File: src/rtl/step_pulse_gen_pkg.sv
// step_pulse_gen_pkg
//   Shared motor-control types for the step generator and the speed
//   measurement path: FSM state encoding, the default speed width and the
//   speed typedef that both sides exchange.
package step_pulse_gen_pkg;

   localparam int SPG_K_WIDTH = 32;

   // Speed / step-size / acceleration quantity at the default width.
   typedef logic [SPG_K_WIDTH-1:0] spg_speed_t;

   typedef enum logic [1:0] {
      IDLE     = 2'd0,
      RUN      = 2'd1,
      STOPPING = 2'd2
   } spg_state_e;

   // The generator is "running" whenever it can still emit pulses.
   function automatic logic spg_is_active(input spg_state_e s);
      return (s != IDLE);
   endfunction

endpackage

File: src/rtl/step_pulse_gen_if.sv
// step_pulse_gen_if
//   Control/status bundle between the motor control loop (master) and the
//   step pulse generator (slave).
//   Control : i_tick, i_time_trigger, i_target, i_accel, i_step_size,
//             i_enable, i_force_stop
//   Status  : o_step, o_speed, o_running, o_at_target, o_overrun
interface step_pulse_gen_if #(
   parameter int K_WIDTH = step_pulse_gen_pkg::SPG_K_WIDTH
) ();
   import step_pulse_gen_pkg::*;

   logic               i_tick;
   logic               i_time_trigger;
   logic [K_WIDTH-1:0] i_target;
   logic [K_WIDTH-1:0] i_accel;
   logic [K_WIDTH-1:0] i_step_size;
   logic               i_enable;
   logic               i_force_stop;

   logic               o_step;
   logic [K_WIDTH-1:0] o_speed;
   logic               o_running;
   logic               o_at_target;
   logic               o_overrun;

   modport master (
      output i_tick, i_time_trigger, i_target, i_accel, i_step_size,
             i_enable, i_force_stop,
      input  o_step, o_speed, o_running, o_at_target, o_overrun
   );

   modport slave (
      input  i_tick, i_time_trigger, i_target, i_accel, i_step_size,
             i_enable, i_force_stop,
      output o_step, o_speed, o_running, o_at_target, o_overrun
   );

endinterface

File: src/rtl/step_pulse_gen_pulse_stretcher.sv
// step_pulse_gen_pulse_stretcher
//   Turns a one-cycle trigger into an output pulse exactly PULSE_WIDTH
//   cycles long, starting the cycle after the trigger. Triggers arriving
//   while the pulse is high are ignored here; the parent sees o_busy and
//   decides what to do about them.
//   i_clk, i_rst : clock, synchronous active-high reset
//   i_clear      : abort any pulse in progress immediately
//   i_trigger    : pulse request
//   o_pulse      : stretched pulse (registered)
//   o_busy       : pulse currently high, a trigger now would be lost
module step_pulse_gen_pulse_stretcher import step_pulse_gen_pkg::*; #(
   parameter int PULSE_WIDTH = 4
) (
   input  logic i_clk,
   input  logic i_rst,
   input  logic i_clear,
   input  logic i_trigger,
   output logic o_pulse,
   output logic o_busy
);

   localparam int CNT_W = (PULSE_WIDTH > 1) ? $clog2(PULSE_WIDTH) : 1;

   logic             pulse_q, pulse_d;
   logic [CNT_W-1:0] cnt_q, cnt_d;

   // cnt_q holds the number of high cycles still to come after this one.
   always_comb begin
      pulse_d = pulse_q;
      cnt_d   = cnt_q;
      if (i_clear) begin
         pulse_d = 1'b0;
         cnt_d   = '0;
      end else if (pulse_q) begin
         if (cnt_q == '0) begin
            pulse_d = 1'b0;
         end else begin
            cnt_d = cnt_q - CNT_W'(1);
         end
      end else if (i_trigger) begin
         pulse_d = 1'b1;
         cnt_d   = CNT_W'(PULSE_WIDTH - 1);
      end
   end

   always_ff @(posedge i_clk) begin
      if (i_rst) begin
         pulse_q <= 1'b0;
         cnt_q   <= '0;
      end else begin
         pulse_q <= pulse_d;
         cnt_q   <= cnt_d;
      end
   end

   assign o_pulse = pulse_q;
   assign o_busy  = pulse_q;

endmodule

File: src/rtl/step_pulse_gen.sv
// step_pulse_gen
//   Step-rate generator: a phase accumulator advanced by the applied speed
//   on every i_tick emits one step request each time it crosses
//   i_step_size; the applied speed slews toward the target by at most
//   i_accel per i_time_trigger.
//   i_clk, i_rst : clock, synchronous active-high reset
//   bus (slave)  : control inputs and status outputs, see step_pulse_gen_if
//
//   state    | meaning
//   ---------+-----------------------------------------------------------
//   IDLE     | stopped, speed and accumulator held at 0
//   RUN      | ramping toward / holding i_target, NCO active
//   STOPPING | ramping toward 0, NCO active; enters IDLE once speed is 0
module step_pulse_gen import step_pulse_gen_pkg::*; #(
   parameter int K_WIDTH     = SPG_K_WIDTH,
   parameter int PULSE_WIDTH = 4
) (
   input  logic             i_clk,
   input  logic             i_rst,
   step_pulse_gen_if.slave  bus
);

   spg_state_e         state_q, state_d;
   logic [K_WIDTH-1:0] speed_q, speed_d;
   logic [K_WIDTH-1:0] acc_q, acc_d;
   logic               running_q, running_d;
   logic               at_target_q, at_target_d;
   logic               overrun_q, overrun_d;

   logic               pulse_req;
   logic               nco_ovf;
   logic               overrun_clr;
   logic               step_busy;
   logic               step_out;
   logic [K_WIDTH-1:0] goal;
   logic [K_WIDTH:0]   sum;
   logic [K_WIDTH:0]   rem;
   logic [K_WIDTH:0]   step_ext;

   // Move cur toward tgt by at most max_step without overshooting;
   // max_step == 0 means jump straight to the target.
   function automatic logic [K_WIDTH-1:0] ramp_toward(
      input logic [K_WIDTH-1:0] cur,
      input logic [K_WIDTH-1:0] tgt,
      input logic [K_WIDTH-1:0] max_step
   );
      if (max_step == '0) begin
         return tgt;
      end else if (cur < tgt) begin
         return ((tgt - cur) > max_step) ? (cur + max_step) : tgt;
      end else begin
         return ((cur - tgt) > max_step) ? (cur - max_step) : tgt;
      end
   endfunction

   always_comb begin
      state_d     = state_q;
      speed_d     = speed_q;
      acc_d       = acc_q;
      pulse_req   = 1'b0;
      nco_ovf     = 1'b0;
      overrun_clr = 1'b0;
      goal        = (state_q == RUN) ? bus.i_target : '0;
      step_ext    = {1'b0, bus.i_step_size};
      // One bit wider than the operands so the crossing test cannot wrap.
      sum         = {1'b0, acc_q} + {1'b0, speed_q};
      rem         = sum - step_ext;

      if (bus.i_force_stop) begin
         state_d = IDLE;
         speed_d = '0;
         acc_d   = '0;
      end else begin
         case (state_q)
            IDLE: begin
               speed_d = '0;
               acc_d   = '0;
               if (bus.i_enable) begin
                  state_d     = RUN;
                  overrun_clr = 1'b1;
               end
            end
            RUN, STOPPING: begin
               if ((state_q == STOPPING) && !bus.i_enable && (speed_q == '0)) begin
                  state_d = IDLE;
                  acc_d   = '0;
               end else begin
                  // Accumulation uses the speed from before any ramp update
                  // happening in the same cycle.
                  if (bus.i_tick && (bus.i_step_size != '0)) begin
                     if (sum >= step_ext) begin
                        pulse_req = 1'b1;
                        if (rem >= step_ext) begin
                           // Speed exceeds one step per tick: pin the phase
                           // just below the next crossing and flag it.
                           acc_d   = bus.i_step_size - K_WIDTH'(1);
                           nco_ovf = 1'b1;
                        end else begin
                           acc_d = rem[K_WIDTH-1:0];
                        end
                     end else begin
                        acc_d = sum[K_WIDTH-1:0];
                     end
                  end
                  if (bus.i_time_trigger) begin
                     speed_d = ramp_toward(speed_q, goal, bus.i_accel);
                  end
                  state_d = bus.i_enable ? RUN : STOPPING;
               end
            end
            default: begin
               state_d = IDLE;
            end
         endcase
      end

      if (overrun_clr) begin
         overrun_d = 1'b0;
      end else begin
         overrun_d = overrun_q | nco_ovf | (pulse_req & step_busy);
      end
      running_d   = spg_is_active(state_d);
      at_target_d = (state_d == RUN) && (speed_d == bus.i_target);
   end

   always_ff @(posedge i_clk) begin
      if (i_rst) begin
         state_q     <= IDLE;
         speed_q     <= '0;
         acc_q       <= '0;
         running_q   <= 1'b0;
         at_target_q <= 1'b0;
         overrun_q   <= 1'b0;
      end else begin
         state_q     <= state_d;
         speed_q     <= speed_d;
         acc_q       <= acc_d;
         running_q   <= running_d;
         at_target_q <= at_target_d;
         overrun_q   <= overrun_d;
      end
   end

   step_pulse_gen_pulse_stretcher #(
      .PULSE_WIDTH (PULSE_WIDTH)
   ) u_stretch (
      .i_clk     (i_clk),
      .i_rst     (i_rst),
      .i_clear   (bus.i_force_stop),
      .i_trigger (pulse_req),
      .o_pulse   (step_out),
      .o_busy    (step_busy)
   );

   assign bus.o_step      = step_out;
   assign bus.o_speed     = speed_q;
   assign bus.o_running   = running_q;
   assign bus.o_at_target = at_target_q;
   assign bus.o_overrun   = overrun_q;

endmodule

File: src/flat_wrapper.sv
// flat-port wrapper written by rule: the top's interface ports become plain ports
module step_pulse_gen_flat import step_pulse_gen_pkg::*;
#(
   parameter int K_WIDTH     = SPG_K_WIDTH,
   parameter int PULSE_WIDTH = 4
)
  (i_clk, i_rst, bus_i_tick, bus_i_time_trigger, bus_i_target, bus_i_accel, bus_i_step_size, bus_i_enable, bus_i_force_stop, bus_o_step, bus_o_speed, bus_o_running, bus_o_at_target, bus_o_overrun);
  step_pulse_gen_if #(.K_WIDTH(K_WIDTH)) bus_i ();
  input  logic i_clk;
  input  logic i_rst;
  input wire logic [$bits(bus_i.i_tick)-1:0] bus_i_tick;
  input wire logic [$bits(bus_i.i_time_trigger)-1:0] bus_i_time_trigger;
  input wire logic [$bits(bus_i.i_target)-1:0] bus_i_target;
  input wire logic [$bits(bus_i.i_accel)-1:0] bus_i_accel;
  input wire logic [$bits(bus_i.i_step_size)-1:0] bus_i_step_size;
  input wire logic [$bits(bus_i.i_enable)-1:0] bus_i_enable;
  input wire logic [$bits(bus_i.i_force_stop)-1:0] bus_i_force_stop;
  output wire logic [$bits(bus_i.o_step)-1:0] bus_o_step;
  output wire logic [$bits(bus_i.o_speed)-1:0] bus_o_speed;
  output wire logic [$bits(bus_i.o_running)-1:0] bus_o_running;
  output wire logic [$bits(bus_i.o_at_target)-1:0] bus_o_at_target;
  output wire logic [$bits(bus_i.o_overrun)-1:0] bus_o_overrun;
  assign bus_i.i_tick = bus_i_tick;
  assign bus_i.i_time_trigger = bus_i_time_trigger;
  assign bus_i.i_target = bus_i_target;
  assign bus_i.i_accel = bus_i_accel;
  assign bus_i.i_step_size = bus_i_step_size;
  assign bus_i.i_enable = bus_i_enable;
  assign bus_i.i_force_stop = bus_i_force_stop;
  assign bus_o_step = bus_i.o_step;
  assign bus_o_speed = bus_i.o_speed;
  assign bus_o_running = bus_i.o_running;
  assign bus_o_at_target = bus_i.o_at_target;
  assign bus_o_overrun = bus_i.o_overrun;
  step_pulse_gen #(.K_WIDTH(K_WIDTH), .PULSE_WIDTH(PULSE_WIDTH)) u_core (.i_clk(i_clk), .i_rst(i_rst), .bus(bus_i));
endmodule
File: config.mk
export PLATFORM = sky130hd
export DESIGN_NAME = step_pulse_gen_flat
export DESIGN_NICKNAME = d
export VERILOG_FILES = /design/src/rtl/step_pulse_gen_pkg.sv /design/src/rtl/step_pulse_gen_if.sv /design/src/rtl/step_pulse_gen_pulse_stretcher.sv /design/src/rtl/step_pulse_gen.sv /design/src/flat_wrapper.sv
export SDC_FILE = /design/constraint.sdc
export NUM_CORES = 1
export LEC_CHECK = 0
export BUFFER_PORTS_ARGS = -buffer_cell sky130_fd_sc_hd__buf_2
export CAP_MARGIN = 5
export CELL_PAD_IN_SITES_DETAIL_PLACEMENT = 1
export CELL_PAD_IN_SITES_GLOBAL_PLACEMENT = 2
export CORE_UTILIZATION = 39
export CTS_CLUSTER_DIAMETER = 150
export DETAILED_ROUTE_END_ITERATION = 10
export PLACE_DENSITY_LB_ADDON = 0.1
export SLEW_MARGIN = 20
export SYNTH_ARGS = -nofsm -noshare
export SYNTH_HDL_FRONTEND = slang
export SYNTH_HIERARCHICAL = 1
export SYNTH_SLANG_ARGS = --single-unit
File: constraint.sdc
create_clock -name i_clk -period 15 [get_ports i_clk]
set_input_delay 3 -clock i_clk [delete_from_list [all_inputs] [get_ports i_clk]]
set_output_delay 3 -clock i_clk [all_outputs]
set_load 0.01 [all_outputs]
==> out/results.txt <==
Status - completed
DP Wirelength - 73.3 mm
Worst slack, placed - 3.33 ns
Synth warn - 6
Leak pwr - 9.01 nW
Vias/cell - 6.32
Worst Hold Class - reg -> reg
Endpoints failing setup - 0
# DRC - 0
Dpl cells - 3163
Final Total Pwr - 1.25 mW
I/O Buffers - 137
Starting Density - 39.6%
First-pass GRT wire length - 130 mm
Register area - 0.00144 mm2
Resized cells post-CTS - 0
# IOs - 138
Slowest-stage cell, CP - a2111oi_0
Final hold vios - 0
Synth unique cells - 100
DR WL met2 - 41.0 mm
Type of origin of the critical path - input pin
Worst slew pin tran - 1.28 ns
Nets - 2972
Area after DPL - 0.0188 mm2
Clk_skew - 0.0110 ns
Highest Clock Rate - 86.3 MHz
Worst r2r path cells - 33
Avg Cell Area, Syn - 7.02 um2
Synth async-reset ratio - 0%
Tcrit/Tclk final - 77.3%
Share of layout cells above drive strength 1 - 9.35%
CP dominant cell by count - a21oi_1
GRT overflow - 0
Post-CTS Setup Bufs - 0
Worst endpoint required time - 15.27 ns
DR WL/cell - 27.4 um
Post-synth top area cell - ha_1
Hold slack - 0.469 ns
Area Growth Syn to Fin - 9.20%
Root Buffer Master - clkbuf_16
GRT Total Usage - 37.0%
Worst Path Class, Setup - in -> reg
Clk_lat worst skew - 0.36 ns
Synth top area share - 20.2%
Max incr delay on CP - 0.97 ns
Count of state elements after synthesis - 72
Routed length on met3 - 4.68 mm
CTS tree - yes
Post-DRT Antenna Nets - 0
Largest net degree at the start of global routing - 61
Gpl congestion - 1.01
RSZ-0062 raised after global routing - no
Die Height - 214 um
Synth Cell Area - 0.0176 mm2
Critical path depth - 32
Final worst setup slack - 3.41 ns
Via count - 20100
Core ar. - 0.0443 mm2
Pre-Repair DR Iteration Count - 6
Die ar. - 0.0459 mm2
Min Tclk post-route - 11.59 ns
Maximum clock insertion buffer count - 2
Hold Buf Count CTS - 0
MaxCap Viol Count - 0
Initial antenna violation count - 8
Post-route insts no fill - 3180
Post-synth top flop - dfxtp_1
Setup crit end kind - flop
DR iter-0 viols - 1736
Site Rows - 77
Post-synth EDFFs - 0
Sum of buffers and inverters on the critical path - 2
Util after Layout - 43.3%
Worst Path Arrival - 11.86 ns
Reg-to-reg startpoint - u_core/state_q[1]
Filler cells - 5730
Peak supply drop - 0.0453 mV
Top sig layer - met5
Post-Syn Nets - 2890
Top cells by count, synth - 283 x ha_1, 259 x a21oi_1, 208 x nor2_1
Sequential area share after synthesis - 8.21%
Largest cells by area after synthesis - ha_1 20%, dfxtp_1 8.2%, a21oi_1 7.4%
Setup TNS - 0 ns
Crit path max-delay family - compound AO/OA/AOI/OAI gates
Power Density - 65.2 mW/mm2
Internal reg-to-reg setup slack - 4.96 ns
Met1 Routed Length - 36.7 mm
Slew Viols, Final - 0
Worst r2r dst - u_core/bus.o_at_target
Multi-input gate area - 0.0150 mm2
Die width - 214 um
Max-slew headroom - 14.3%
Final instance area - 0.0192 mm2
Htree depth - 3
Vias in the first global route - 20400
CTS sink count - 72
Critical path endpoint - u_core/bus.o_at_target
Total CTS buffers - 9
Worst setup path startpoint - bus_i_target[1]
DRT Wirelength - 87.2 mm
Post-synthesis cell count - 2500
Top-count cell post-synth - ha_1
CTS clock-pin slew for the worst setup and hold paths - 0.06 ns
Worst-path maximum fanout - 15
## worst register-to-register path, delay by kind of cell (launching register included)
| family | cells | cell delay [ns] |
|---|---|---|
| AOI/OAI and AO/OA | 14 | 4.56 |
| and+or+nand+nor | 12 | 3.03 |
| adders and majority gates | 3 | 0.98 |
| buffers and inverters | 2 | 0.58 |
| muxes | 1 | 0.38 |
| DFF | 1 | 0.34 |
| xor gates and xnor gates | 1 | 0.10 |
## final cells by class
cell class,instances,area share (%)
diodes,1,0.0131
clock inverters,4,0.398
repair buffers,167,4.75
inverters,198,3.88
multi-input cells,2134,78.2
clock buffers,12,1.34
flip-flops and latches,72,7.52
well taps,592,3.86
## flip-flops by register name (all words and copies together), names as in the netlist
signal	cells
u_core/u_stretch/o_busy	1
u_core/bus.o_at_target	1
u_core/bus.o_running	1
u_core/bus.o_overrun	1
u_core/bus.o_speed	32
u_core/state_q	2
u_core/acc_q	32
u_core/u_stretch/cnt_q	2
## placed cells by master, fill, tap and decap left out, types with 38 or more instances in the layout
cell type  netlist  routed
dfxtp_1         72      72
o21ai_0        150     149
xor2_1          41      41
a21oi_1        259     259
nand4_1         47      47
xnor2_1        138     138
ha_1           283     282
nor2_1         208     205
inv_1          197     197
nor4_1          38      38
buf_2           15     137
nor3_1          65      64
nand3_1         65      65
nand2_1        192     192
a21o_1          94      94
a22oi_1         41      41
## worst min-delay path by stage
stage / slack (ns) / cells after the start / startpoint / endpoint
floorplan: 0.43 / 2 / u_core/u_stretch/cnt_q[1] / u_core/u_stretch/cnt_q[1]
global placement: 0.44 / 2 / u_core/u_stretch/cnt_q[1] / u_core/u_stretch/cnt_q[1]
detailed placement: 0.46 / 2 / u_core/u_stretch/cnt_q[1] / u_core/u_stretch/cnt_q[1]
CTS: 0.47 / 2 / u_core/u_stretch/cnt_q[1] / u_core/u_stretch/cnt_q[1]
global route: 0.51 / 2 / u_core/u_stretch/cnt_q[1] / u_core/u_stretch/cnt_q[1]
finish: 0.47 / 2 / u_core/u_stretch/cnt_q[1] / u_core/u_stretch/cnt_q[1]
## layer usage
layer | GRT usage, % | vias to the layer above
met5 | 0 | -
met2 | 63.2 | 710
met3 | 4.06 | 186
li1 | - | 9373
met1 | 46.0 | 9827
met4 | 18.8 | 14
## report_power, final
| part | internal [mW] | switching (mW) | total, mW |
|---|---|---|---|
| sequential | 0.193 | 0.00315 | 0.196 |
| combinational | 0.271 | 0.536 | 0.808 |
| clock | 0.155 | 0.0910 | 0.246 |
| total | 0.619 | 0.630 | 1.25 |
## kinds of logic (layout without fill, tap and decap cells)
family	count (synthesis)	in the layout	share of synthesized area (%)
multiplexers	17	17	0.998
buffers and inverters	294	381	6.56
adder cells (fa/ha/maj)	288	288	20.7
XOR/XNOR	179	179	8.93
AND/OR/NAND/NOR	761	761	21.0
flip-flops	72	72	8.21
other	0	1	0
AO/OA/AOI/OAI	889	889	33.5
Power figures use the tool's default switching activity.
